<file path="src/rtl/hazard_pkg.sv">
// Shared types for the ID-stage hazard scoreboard: tracker entry, bubble and select width.
package hazard_pkg;

   // Widest register index any instance may use; narrower indices are zero-extended.
   localparam int MAX_REG_W = 8;

   typedef struct packed {
      logic                 valid;
      logic [MAX_REG_W-1:0] dest;
      logic                 wb_en;
      logic                 ld;
   } entry_t;

   localparam entry_t BUBBLE = '{valid: 1'b0, dest: '0, wb_en: 1'b0, ld: 1'b0};

   function automatic int sel_width(input int depth);
      return $clog2(depth + 1);
   endfunction

endpackage

</file>
<file path="src/rtl/hazard_src_match.sv">
// Compares one ID source against every tracked entry; reports matches,
// the youngest usable forwarding select and whether a load result is still too young.
module hazard_src_match
   import hazard_pkg::*;
#(
   parameter int REG_W    = 4,
   parameter int DEPTH    = 2,
   parameter int LOAD_LAT = 1,
   parameter int SEL_W    = sel_width(DEPTH)
) (
   input  entry_t [DEPTH-1:0] entries,
   input  logic [REG_W-1:0]   src_idx,
   input  logic               src_used,
   output logic [DEPTH-1:0]   match_vec,
   output logic [SEL_W-1:0]   sel,
   output logic               load_stall
);

   generate
      for (genvar gi = 0; gi < DEPTH; gi++) begin : g_cmp
         assign match_vec[gi] = src_used && entries[gi].valid && entries[gi].wb_en &&
                                (entries[gi].dest == MAX_REG_W'(src_idx));
      end
   endgenerate

   // Scan oldest to youngest so the lowest matching index is the one that sticks.
   always_comb begin
      sel        = '0;
      load_stall = 1'b0;
      for (int i = DEPTH - 1; i >= 0; i--) begin
         if (match_vec[i]) begin
            sel        = SEL_W'(i + 1);
            load_stall = entries[i].ld && (i < LOAD_LAT);
         end
      end
      if (load_stall) begin
         sel = '0;
      end
   end

endmodule

</file>
<file path="src/rtl/hazard_scoreboard.sv">
// ID-stage hazard scoreboard: in-flight write tracker, stall and forwarding selects.
// Optional stall counter output enabled by defining HAZARD_STALL_CNT_EN.
module hazard_scoreboard
   import hazard_pkg::*;
#(
   parameter int  REG_W    = 4,
   parameter int  NUM_SRC  = 2,
   parameter int  DEPTH    = 2,
   parameter int  LOAD_LAT = 1,
   localparam int SEL_W    = sel_width(DEPTH)
) (
   input  logic                     clk,
   input  logic                     rst,
   input  logic                     id_valid,
   input  logic [NUM_SRC*REG_W-1:0] src,
   input  logic [NUM_SRC-1:0]       src_used,
   input  logic [REG_W-1:0]         id_dest,
   input  logic                     id_wb_en,
   input  logic                     id_mem_r_en,
   input  logic                     fwd_en,
   input  logic                     freeze,
   input  logic                     flush,
   output logic                     hazard,
   output logic                     issue,
   output logic [NUM_SRC*SEL_W-1:0] fwd_sel
`ifdef HAZARD_STALL_CNT_EN
   ,
   output logic [31:0]              stall_cnt
`endif
);

   entry_t [DEPTH-1:0] entries_reg;
   entry_t             entry_next;

   logic [NUM_SRC-1:0][DEPTH-1:0] src_match;
   logic [NUM_SRC-1:0][SEL_W-1:0] src_sel;
   logic [NUM_SRC-1:0]            src_load_stall;
   logic                          any_match;
   logic                          any_load_stall;

   generate
      for (genvar gi = 0; gi < NUM_SRC; gi++) begin : g_src
         hazard_src_match #(
            .REG_W   (REG_W),
            .DEPTH   (DEPTH),
            .LOAD_LAT(LOAD_LAT),
            .SEL_W   (SEL_W)
         ) u_match (
            .entries   (entries_reg),
            .src_idx   (src[gi*REG_W +: REG_W]),
            .src_used  (src_used[gi]),
            .match_vec (src_match[gi]),
            .sel       (src_sel[gi]),
            .load_stall(src_load_stall[gi])
         );
      end
   endgenerate

   assign any_match      = |src_match;
   assign any_load_stall = |src_load_stall;

   // Without forwarding every pending write stalls; with it only a too-young load does.
   assign hazard  = id_valid && (fwd_en ? any_load_stall : any_match);
   assign issue   = id_valid && !hazard && !flush && !freeze;
   assign fwd_sel = (id_valid && fwd_en) ? src_sel : '0;

   always_comb begin
      entry_next = BUBBLE;
      if (issue) begin
         entry_next.valid = 1'b1;
         entry_next.dest  = MAX_REG_W'(id_dest);
         entry_next.wb_en = id_wb_en;
         entry_next.ld    = id_mem_r_en;
      end
   end

   always_ff @(posedge clk) begin
      if (rst) begin
         for (int i = 0; i < DEPTH; i++) begin
            entries_reg[i] <= BUBBLE;
         end
      end else if (!freeze) begin
         entries_reg[0] <= entry_next;
         for (int i = 1; i < DEPTH; i++) begin
            entries_reg[i] <= entries_reg[i-1];
         end
      end
   end

`ifdef HAZARD_STALL_CNT_EN
   logic [31:0] stall_cnt_reg;

   // Frozen cycles are memory waits, not hazard stalls, so they are not counted.
   always_ff @(posedge clk) begin
      if (rst) begin
         stall_cnt_reg <= '0;
      end else if (hazard && !freeze && (stall_cnt_reg != 32'hFFFF_FFFF)) begin
         stall_cnt_reg <= stall_cnt_reg + 32'd1;
      end
   end

   assign stall_cnt = stall_cnt_reg;
`endif

endmodule

</file>
<file path="config.mk">
export PLATFORM = sky130hd
export DESIGN_NAME = hazard_scoreboard
export DESIGN_NICKNAME = d
export VERILOG_FILES = /design/src/rtl/hazard_pkg.sv /design/src/rtl/hazard_src_match.sv /design/src/rtl/hazard_scoreboard.sv
export SDC_FILE = /design/constraint.sdc
export NUM_CORES = 1
export LEC_CHECK = 0
export BUFFER_PORTS_ARGS = -buffer_cell sky130_fd_sc_hd__buf_4
export CELL_PAD_IN_SITES_DETAIL_PLACEMENT = 1
export CELL_PAD_IN_SITES_GLOBAL_PLACEMENT = 1
export CORE_UTILIZATION = 39
export CTS_CLUSTER_SIZE = 40
export DETAILED_ROUTE_END_ITERATION = 10
export GPL_TIMING_DRIVEN = 1
export PLACE_DENSITY = 0.92
export SETUP_SLACK_MARGIN = 0.4
export SLEW_MARGIN = 20
export SYNTH_ARGS = -nofsm -noshare
export SYNTH_HDL_FRONTEND = slang
export SYNTH_HIERARCHICAL = 1
export SYNTH_SLANG_ARGS = --single-unit
</file>
<file path="constraint.sdc">
create_clock -name clk -period 4.4 [get_ports clk]
set_input_delay 0.88 -clock clk [delete_from_list [all_inputs] [get_ports clk]]
set_output_delay 0.88 -clock clk [all_outputs]
set_load 0.02 [all_outputs]
</file>
==> flow_summary.json <==
{
  "status": "complete, no violations",
  "ios": 28,
  "grt_pass1_vias": 964,
  "critPathRequiredTime_ns": 3.52,
  "timing.hold.ws_ns": 0.533,
  "grt.total_usage_pct": 23.6,
  "skew_ns": 0.000958,
  "syn_area_um2": 883,
  "slowest_delay_ns": 0.61,
  "gp_congestion": 0.866,
  "setup_viol": 0,
  "fin_cells": 176,
  "viasPerCell": 5.15,
  "layout.nets": 172,
  "maxCapViolCount": 0,
  "cts_resized": 0,
  "cts.clk_slew.worst_paths_ns": 0.08,
  "wl_per_cell_um": 14.5,
  "cts_buffer_depth": 2,
  "globalRouteOverflowTotal": 0,
  "max-slew-margin-rel_pct": 55.9,
  "rsz0062_at_grt": "no",
  "drv_slew": 0,
  "largest_register_ffs": 13,
  "hp-class": "reg2reg",
  "hpwlAfterDp_um": 2060,
  "core_area_um2": 2040,
  "p_total_mw": 0.245,
  "finalSetupTns_ns": 0,
  "leakage_nw": 0.548,
  "ys_warn_count": 6,
  "cts-htree-levels": 1,
  "synth.avg_cell_area_um2": 8.33,
  "drc": 0,
  "postCtsHoldBufs": 0,
  "grt_max_degree": 15,
  "die-area_um2": 2460,
  "hold_violations": 0,
  "vias": 906,
  "ant_nets": 0,
  "cp_slowest_cell": "a2bb2oi_1",
  "antenna_cells": 0,
  "drt-initial-drc-count": 9,
  "cts.sinks": 13,
  "insertion_delay_ns": 0.28,
  "die_y_um": 49.6,
  "path_max_fanout": 8,
  "die-width_um": 49.6,
  "numCtsBuffers": 3,
  "irDropWorstVdd_uv": 154,
  "fmaxAchievable_mhz": 280,
  "synthesis.instances": 106,
  "worstPathCellList": "buf_4 -> xnor2_1 -> nand4_1 -> nor3_1 -> a2bb2oi_1 -> and2_1 -> buf_4",
  "cts_setup_buffers": 0,
  "worstMarginPinSlew_ns": 0.659,
  "period_needed_ns": 3.57,
  "area_growth_pct": 34.7,
  "grt_pass1_wl_um": 4340,
  "dp_cells": 172,
  "worst_ep_arrival_time_ns": 2.69,
  "start_util_pct": 43.3,
  "period_share_pct": 81.0,
  "crit_path_frequent_cell": "buf_4",
  "powerDensity_nw_per_um2": 206,
  "port_buffers": 27,
  "grt_antenna_before_repair": 0,
  "drtPass1Iterations": 4,
  "cts_root_buffer": "clkbuf_4",
  "path_class": "in2out",
  "wl_um": 2550,
  "drive_gt1_share_pct": 24.2,
  "row_count": 16,
  "start_kind": "primary input",
  "cts_tree": "yes",
  "crit_path_end_kind": "output pin"
}
==> routing by layer <==
metal / wire length (um) / global-route usage, %
met1: 1130 / 27.0
met3: 80 / 1.54
met2: 1250 / 43.0
met5: 0 / 0
met4: 80 / 12.9
==> power breakdown <==
part	total (mW)	internal (mW)	leakage, nW	switching (mW)
Clock	0.0740	0.0352	0.0150	0.0388
Combinational	0.0481	0.0239	0.428	0.0242
Sequential	0.123	0.120	0.105	0.00288
==> cells in the final DEF, fill, tap and decap left out <==
cell,count
or2_2,1
and2_1,1
nand2b_1,3
or4_1,1
and3_1,4
nand4_1,4
o41ai_1,5
and2_2,2
clkbuf_4,3
or4b_1,1
xnor2_1,8
dfxtp_1,13
nor2_1,11
o31ai_1,1
nand4b_1,2
nor3b_1,2
mux2i_1,6
inv_1,8
a2bb2oi_1,1
xor2_1,8
clkbuf_1,1
nand2_1,7
buf_4,27
conb_1,16
nor4_1,2
a31oi_1,1
nor3_1,4
nor4_2,3
o211a_1,2
nor2b_1,1
==> layout make-up <==
class                      count  area, um2
sequential                    13        260
fill                         276        852
tap                           27       33.8
inverter                       8       30.0
clock buffer                   4       26.3
timing repair buffer          27        203
multi-input combinational     97        637
==> path summary, 6_finish.rpt <==
path              depth (start not counted)                          end                         from  slack [ns]
hold / removal                            2  entries_reg[0]$_SDFFE_PP0N_  entries_reg[0]$_SDFFE_PP0N_        0.53
setup / recovery                          7                       hazard                       src[6]        0.83
hold reg to reg                           2  entries_reg[0]$_SDFFE_PP0N_  entries_reg[0]$_SDFFE_PP0N_        0.53
setup reg to reg                          5  entries_reg[4]$_SDFFE_PP0N_  entries_reg[5]$_SDFFE_PP0N_        2.34
==> worst max-delay path, delay by kind of cell <==
kind | cells | cell delay (ns)
simple gates | 3 | 0.79
buf+inv | 2 | 0.26
xor+xnor | 1 | 0.15
compound gates | 1 | 0.61
==> stage by stage <==
stage	utilization, %	worst slack, ns	area [um2]
2_1_floorplan	-	1.30	940
3_3_place_gp	57.0	0.993	1160
3_5_place_dp	57.0	0.851	1160
4_1_cts	58.3	0.829	1190
5_1_grt	58.3	0.568	1190
6_report	58.3	0.835	1190
(Power assumes the default switching activity.)
